`config.mk`:
```
export PLATFORM = sky130hd
export DESIGN_NAME = pwm_velocity_decoder
export DESIGN_NICKNAME = d
export VERILOG_FILES = /design/src/rtl/pwm_velocity_decoder.sv
export SDC_FILE = /design/constraint.sdc
export NUM_CORES = 1
export LEC_CHECK = 0
export CAP_MARGIN = 10
export CELL_PAD_IN_SITES_DETAIL_PLACEMENT = 0
export CELL_PAD_IN_SITES_GLOBAL_PLACEMENT = 1
export CORE_MARGIN = 10
export CORE_UTILIZATION = 48
export CTS_CLUSTER_DIAMETER = 150
export CTS_CLUSTER_SIZE = 16
export DETAILED_ROUTE_END_ITERATION = 10
export GPL_ROUTABILITY_DRIVEN = 1
export GPL_TIMING_DRIVEN = 0
export PLACE_DENSITY_LB_ADDON = 0.08
export SETUP_SLACK_MARGIN = 0.5
export SYNTH_ARGS = -nofsm -noshare
export SYNTH_HDL_FRONTEND = slang
export SYNTH_SLANG_ARGS = --single-unit
```
`constraint.sdc`:
```
create_clock -name cclk -period 4.6 [get_ports cclk]
set_input_delay 0.92 -clock cclk [delete_from_list [all_inputs] [get_ports cclk]]
set_output_delay 0.92 -clock cclk [all_outputs]
set_load 0.1 [all_outputs]
```
`src/rtl/pwm_velocity_decoder.sv`:
```
// PWM/direction to signed velocity decoder: measures ena duty over a 256-tick window
// and inverts the motor driver's scaling. Optional 2-tap output filter: PWM_VEL_DEC_FILTER_EN.
module pwm_velocity_decoder #(
  parameter int PRESCALE = 4
) (
  input  logic       cclk,
  input  logic       rstb,
  input  logic       ena_in,
  input  logic       dir_in,
  output logic [7:0] velocity,
  output logic       vel_valid,
  output logic       dir_err
);

  logic       ena_q, ena_s, dir_q, dir_s;
  logic [7:0] tick_cnt;
  logic [7:0] sample_cnt;
  logic [8:0] high_cnt;
  logic       win_dir, have_dir, err_flag;

  logic       tick, win_end;
  logic [8:0] high_nxt;
  logic       win_dir_nxt, err_nxt;
  logic [7:0] duty;
  logic [6:0] mag;
  logic [7:0] result, out_nxt;

  always_ff @(posedge cclk) begin
    if (!rstb) begin
      ena_q <= 1'b0;
      ena_s <= 1'b0;
      dir_q <= 1'b0;
      dir_s <= 1'b0;
    end else begin
      ena_q <= ena_in;
      ena_s <= ena_q;
      dir_q <= dir_in;
      dir_s <= dir_q;
    end
  end

  always_ff @(posedge cclk) begin
    if (!rstb) tick_cnt <= '0;
    else       tick_cnt <= tick ? '0 : tick_cnt + 8'd1;
  end

  // The sample taken on the window-end tick is folded into this window's result.
  always_comb begin
    tick        = (tick_cnt == 8'(PRESCALE - 1));
    win_end     = tick && (sample_cnt == 8'hFF);
    high_nxt    = high_cnt + {8'd0, ena_s};
    win_dir_nxt = (ena_s && !have_dir) ? dir_s : win_dir;
    err_nxt     = err_flag | (ena_s && have_dir && (dir_s != win_dir));
    duty        = high_nxt[8] ? 8'hFF : high_nxt[7:0];
    mag         = duty[7:1];
    if (high_nxt == 9'd0) result = 8'h00;
    else if (win_dir_nxt) result = {1'b0, mag};
    else                  result = ~{1'b0, mag};
  end

  always_ff @(posedge cclk) begin
    if (!rstb) begin
      sample_cnt <= '0;
      high_cnt   <= '0;
      win_dir    <= 1'b0;
      have_dir   <= 1'b0;
      err_flag   <= 1'b0;
    end else if (tick) begin
      if (win_end) begin
        sample_cnt <= '0;
        high_cnt   <= '0;
        have_dir   <= 1'b0;
        err_flag   <= 1'b0;
      end else begin
        sample_cnt <= sample_cnt + 8'd1;
        high_cnt   <= high_nxt;
        win_dir    <= win_dir_nxt;
        have_dir   <= have_dir | ena_s;
        err_flag   <= err_nxt;
      end
    end
  end

`ifdef PWM_VEL_DEC_FILTER_EN
  logic       primed;
  logic [8:0] sum;

  // First window after reset loads directly so the reset zero never biases the average.
  always_comb begin
    sum     = {velocity[7], velocity} + {result[7], result};
    out_nxt = primed ? sum[8:1] : result;
  end

  always_ff @(posedge cclk) begin
    if (!rstb)        primed <= 1'b0;
    else if (win_end) primed <= 1'b1;
  end
`else
  assign out_nxt = result;
`endif

  always_ff @(posedge cclk) begin
    if (!rstb) begin
      velocity  <= 8'h00;
      vel_valid <= 1'b0;
      dir_err   <= 1'b0;
    end else begin
      vel_valid <= win_end;
      if (win_end) begin
        velocity <= out_nxt;
        dir_err  <= err_nxt;
      end
    end
  end

endmodule

```
==> flow_summary.ini, run 1 <==
[job]
drv_cap = 0

[final_layout]
num-fill-cells = 394
utilization_pct = 57.2
final_net_count = 258
drive_above_1_share_pct = 7.17
regArea_sq_um = 841
syn_to_final_growth_pct = 13.6
diodes = 0
multi_input_area_sq_mm = 0.00113

[sta]
holdWs_ns = 0.434
fmax_mhz = 371
finalHoldViolCount = 0
rsz0062_at_grt = no
period_needed_ns = 2.70
period_share_pct = 58.6
fin_ws_ns = 1.90
maxSlewViolCount = 0
worstMarginPinSlew_ns = 0.972
finalSetupViolCount = 0
max_slew_margin_pct = 35.0
finalSetupTns_ns = 0
worst_clock_skew_ns = 0.00884

[route]
num_vias = 1697
wl_met3_um = 207
drt_iter0_drc = 68
ant_nets = 0
dr.pass1.iters = 4
finalWirelength_um = 4220
wl_met2_um = 1650
wl_per_cell_um = 14.0
routed.top_layer = met4
wl_met1_um = 2300
viasPerCell = 5.64
drc_errors = 0

[cts]
postCtsSetupBuffers = 0
clkTransAtPathRegs_ns = 0.08
cts_root_buffer = clkbuf_8
cts.htree.levels = 2
clk_latency_ns = 0.30
post_cts_resized = 0
postCtsHoldBufs = 0
cts_tree = yes
cts_buffer_depth = 2
numClockSinks = 42
cts_buffers = 5

[setup_path]
regToRegSetupSlack_ns = 2.23
cpMaxStageDelayCell = clkdlybuf4s50_1
cpPeakStageDelay_ns = 1.14
r2r-start = ena_s$_SDFF_PN0_
start_kind = register
required_ns = 3.68
cp_data_arrival_time_ns = 1.78
timing.rr.end = velocity[2]$_SDFFE_PN0P_
critPathMaxFanout = 2
worst_setup_path_end_kind = output pin
crit_buf_inv = 1
worstPathCellList = clkdlybuf4s50_1
worstSetupPathType = reg -> out
cp_num_cells = 1
path_delay_family = buffers and inverters
rr_worst_depth = 7

[grt]
antenna_found_initial = 0
overflow = 0
grt_start_max_net_pins = 14
grt_pass1_wl_um = 7420
grtUsageTotal_pct = 12.1
grt_pass1_vias = 1608

[synth]
synth_seq_cells = 42
synth-async-reset-ratio_pct = 0
synth-edff-count = 0
netlist.area_leader.share_pct = 41.2
synth_cells = 231
syn_area_sq_mm = 0.00204
syn_avg_cell_area_sq_um = 8.84
yosysWarnings = 0
synth_most_common_cell = dfxtp_1
synthFlopType = dfxtp_1
ys_top_cells_by_count = dfxtp_1 (42), nor2_1 (20), nand2_1 (17)
synth_cell_types = 46
ys_seq_area_share_pct = 41.2
yosysTopAreaCell = dfxtp_1
syn_nets = 239
netlist_top_cells_area = dfxtp_1 (41%), xnor2_1 (5.1%), xor2_1 (4.7%)

[floorplanning]
row_count = 23
start_util_pct = 50.3
dieArea_sq_mm = 0.00726
die_x_um = 85.2
core_sq_mm = 0.00406
pin_count = 14
die_h_um = 85.2

[outcome]
status = finished clean

[power]
power_density_mw_per_mm2 = 287
peakVddDrop_uv = 165
leakage_nw = 0.867

[hold_path]
hold_path_depth = 1
hold_path.class = reg -> reg
hold_path_end = ena_s$_SDFF_PN0_
holdCritStartpoint = ena_q$_SDFF_PN0_

[placement]
hpwlAfterDp_um = 3110
portBuffers = 12
gp_congestion = 0.806
place_ws_ns = 2.03
power by group:
part	internal (mW)	switching [mW]
clock	0.121	0.129
sequential	0.370	0.00592
combinational	0.0163	0.0246
per-stage QoR:
stage	cells	power, mW	instance area (sq um)
2_1_floorplan	231	0.413	2040
3_3_place_gp	293	0.424	2220
3_5_place_dp	293	0.425	2220
4_1_cts	301	0.678	2320
5_1_grt	301	0.697	2320
6_report	301	0.666	2320
layout by cell type, fill, tap and decap left out, types with 4 or more instances in the layout:
master	count
dfxtp_1	42
nor2_1	20
nand2_1	17
nand3_1	13
xnor2_1	12
clkdlybuf4s50_1	12
clkbuf_1	11
xor2_1	11
o21ai_0	10
or3_1	6
nand4_1	6
o21ai_1	6
a21oi_1	6
clkbuf_8	6
and3_1	5
and2_1	5
a22o_1	5
and4_1	4
nor3_1	4
a31oi_1	4
ha_1	4
cells by family after synthesis:
family,Yosys count,synth area share [%]
and+or+nand+nor,94,25.1
muxes,4,2.02
adders and majority gates,4,2.45
DFF,42,41.2
buffers and inverters,17,3.55
AOI/OAI and AO/OA,47,15.9
xor gates and xnor gates,23,9.87
layer usage:
metal | vias up | GRT usage [%]
met2 | 30 | 16.8
met5 | - | 0
li1 | 874 | -
met3 | 6 | 3.82
met4 | 0 | 4.04
met1 | 787 | 17.0
final cells by class:
type / instances / area share, %
Multi-Input combinational cell: 172 / 48.7
Clock inverter: 2 / 0.539
Timing Repair Buffer: 12 / 5.18
Sequential cell: 42 / 36.2
Tap cell: 50 / 2.70
Clock buffer: 6 / 3.56
Buffer: 12 / 2.27
Inverter: 5 / 0.863
sequential cells by signal (all words and copies together) (netlist names), 8 cells and up:
| signal | count |
|---|---|
| sample_cnt | 8 |
| tick_cnt | 8 |
| velocity | 8 |
| high_cnt | 9 |
worst max-delay path by stage:
stage | start | end
global placement | rstb | velocity[0]$_SDFFE_PN0P_
detailed placement | rstb | velocity[6]$_SDFFE_PN0P_
global route | velocity[4]$_SDFFE_PN0P_ | velocity[4]
finish | velocity[4]$_SDFFE_PN0P_ | velocity[4]
CTS | velocity[4]$_SDFFE_PN0P_ | velocity[4]
floorplan | tick_cnt[0]$_SDFF_PP0_ | velocity[6]$_SDFFE_PN0P_
(Power assumes the default switching activity.)
==> inputs of run 2 (changes only) <==
--- a/config.mk
+++ b/config.mk
@@ -9,7 +9,7 @@
 export CELL_PAD_IN_SITES_DETAIL_PLACEMENT = 0
 export CELL_PAD_IN_SITES_GLOBAL_PLACEMENT = 1
 export CORE_MARGIN = 10
-export CORE_UTILIZATION = 48
+export CORE_UTILIZATION = 44
 export CTS_CLUSTER_DIAMETER = 150
 export CTS_CLUSTER_SIZE = 16
 export DETAILED_ROUTE_END_ITERATION = 10
==> constraint.sdc (replaced) <==
create_clock -name cclk -period 2.6 [get_ports cclk]
set_input_delay 0.52 -clock cclk [delete_from_list [all_inputs] [get_ports cclk]]
set_output_delay 0.52 -clock cclk [all_outputs]
set_load 0.1 [all_outputs]
==> run 2 against run 1 <==
Highest routed layer unchanged; via count rose by 2.9%; critical path depth grew 6; critical path type is now reg -> reg; largest power group unchanged; combinational power up 140%; sequential share of layout area decreased by 3.1 points; largest cell class unchanged; final cell count rose by 5.0%.
==> flow_summary.ini, run 2 (synthesis gave the netlist of run 1 again) <==
[sta]
finalSetupTns_ns = 0
worst_clock_skew_ns = 0.00593
fmax_mhz = 463
holdWs_ns = 0.438
worstMarginPinSlew_ns = 0.941
finalSetupViolCount = 0
max_slew_margin_pct = 35.5
rsz0062_at_grt = yes
period_needed_ns = 2.16
finalHoldViolCount = 0
fin_ws_ns = 0.439
maxSlewViolCount = 0
period_share_pct = 83.1

[route]
num_vias = 1746
ant_nets = 0
drc_errors = 0
dr.pass1.iters = 4
wl_per_cell_um = 14.7
finalWirelength_um = 4640
drt_iter0_drc = 41
viasPerCell = 5.53

[cts]
cts_tree = yes
clkTransAtPathRegs_ns = 0.08
cts_buffer_depth = 2
cts_buffers = 5
cts_root_buffer = clkbuf_8
cts.htree.levels = 2
postCtsHoldBufs = 0
clk_latency_ns = 0.29
numClockSinks = 42

[setup_path]
start_kind = register
critPathMaxFanout = 6
required_ns = 2.80
worstSetupPathType = reg -> reg
worst_setup_path_end_kind = register
cp_data_arrival_time_ns = 2.36

[hold_path]
hold_path.class = reg -> reg

[placement]
portBuffers = 12
hpwlAfterDp_um = 3180
place_ws_ns = 0.265
dp_cells = 295
gp_congestion = 0.850

[final_layout]
regArea_sq_um = 852
largest_register_ffs = 9
diodes = 0
final_cells = 316
final_net_count = 271
top_register = high_cnt
multi_input_area_sq_mm = 0.00126
drive_above_1_share_pct = 21.2
most-common-layout-cells = dfxtp_1 (39), nor2_1 (20), nand2_1 (15)
final_common_cell = dfxtp_1
utilization_pct = 58.2
syn_to_final_growth_pct = 25.9
num-fill-cells = 410

[floorplanning]
die_h_um = 88.1
core_sq_mm = 0.00441
dieArea_sq_mm = 0.00777
pin_count = 14
start_util_pct = 46.3
die_x_um = 88.1
row_count = 24

[grt]
overflow = 0
grt_start_max_net_pins = 14
grtUsageTotal_pct = 12.3
antenna_found_initial = 0
grt_pass1_vias = 1649
grt_pass1_wl_um = 7760

[power]
leakage_nw = 1.07
power_density_mw_per_mm2 = 459
peakVddDrop_uv = 358

[job]
drv_cap = 0

[outcome]
status = finished clean
run 2: cell types whose count changed in the layout (fill, tap and decap cells not counted), moves of 4 or more:
cell	previous run	this run
clkbuf_2	0	5
o21ai_2	0	5
buf_4	0	11
buf_6	1	5
clkbuf_1	11	5
clkdlybuf4s50_1	12	2
dlygate4sd2_1	0	10
run 2: timing repair:
action,4_1_cts,5_1_grt
pin swaps,9,8
endpoints found under the setup margin,34,24
resized for setup,27,33
setup buffers,8,5
run 2: worst paths after layout:
kind | start | to | slack, ns | cells after the start
hold reg to reg | ena_q$_SDFF_PN0_ | ena_s$_SDFF_PN0_ | 0.44 | 1
setup reg to reg | tick_cnt[0]$_SDFF_PP0_ | velocity[0]$_SDFFE_PN0P_ | 0.44 | 7
setup / recovery | tick_cnt[0]$_SDFF_PP0_ | velocity[0]$_SDFFE_PN0P_ | 0.44 | 7
hold / removal | ena_q$_SDFF_PN0_ | ena_s$_SDFF_PN0_ | 0.44 | 1
run 2: through the flow:
stage | power (mW) | area [sq um]
after floorplan | 0.735 | 2060
after global placement | 0.757 | 2240
after detailed placement | 0.758 | 2240
after CTS | 1.18 | 2430
after global routing | 1.23 | 2570
final | 1.18 | 2570
run 2: layout make-up:
| cell class | count | share of cell area [%] |
|---|---|---|
| Buffer | 12 | 2.73 |
| Tap cell | 52 | 2.53 |
| Clock inverter | 2 | 0.536 |
| Timing Repair Buffer | 25 | 8.42 |
| Clock buffer | 6 | 2.82 |
| Inverter | 5 | 0.925 |
| Sequential cell | 42 | 33.2 |
| Multi-Input combinational cell | 172 | 48.9 |
run 2: routing by layer:
layer / track usage (%) / vias up / wire [um]
met5: 0 / - / 0
met1: 16.9 / 815 / 2400
met3: 3.06 / 6 / 219
met4: 4.42 / 0 / 54
li1: - / 898 / -
met2: 18.2 / 27 / 1970
run 2: critical path: stages, from the launching register on:
cell	delay [ns]
dfxtp_4	0.37
ha_4	0.13
or4b_4	0.45
or2_1	0.23
buf_6	0.13
or3_4	0.37
buf_6	0.14
o311ai_4	0.25
run 2: power breakdown:
part	switching, mW	internal (mW)
clock	0.226	0.190
combinational	0.0538	0.0452
sequential	0.0117	0.654
total	0.292	0.889
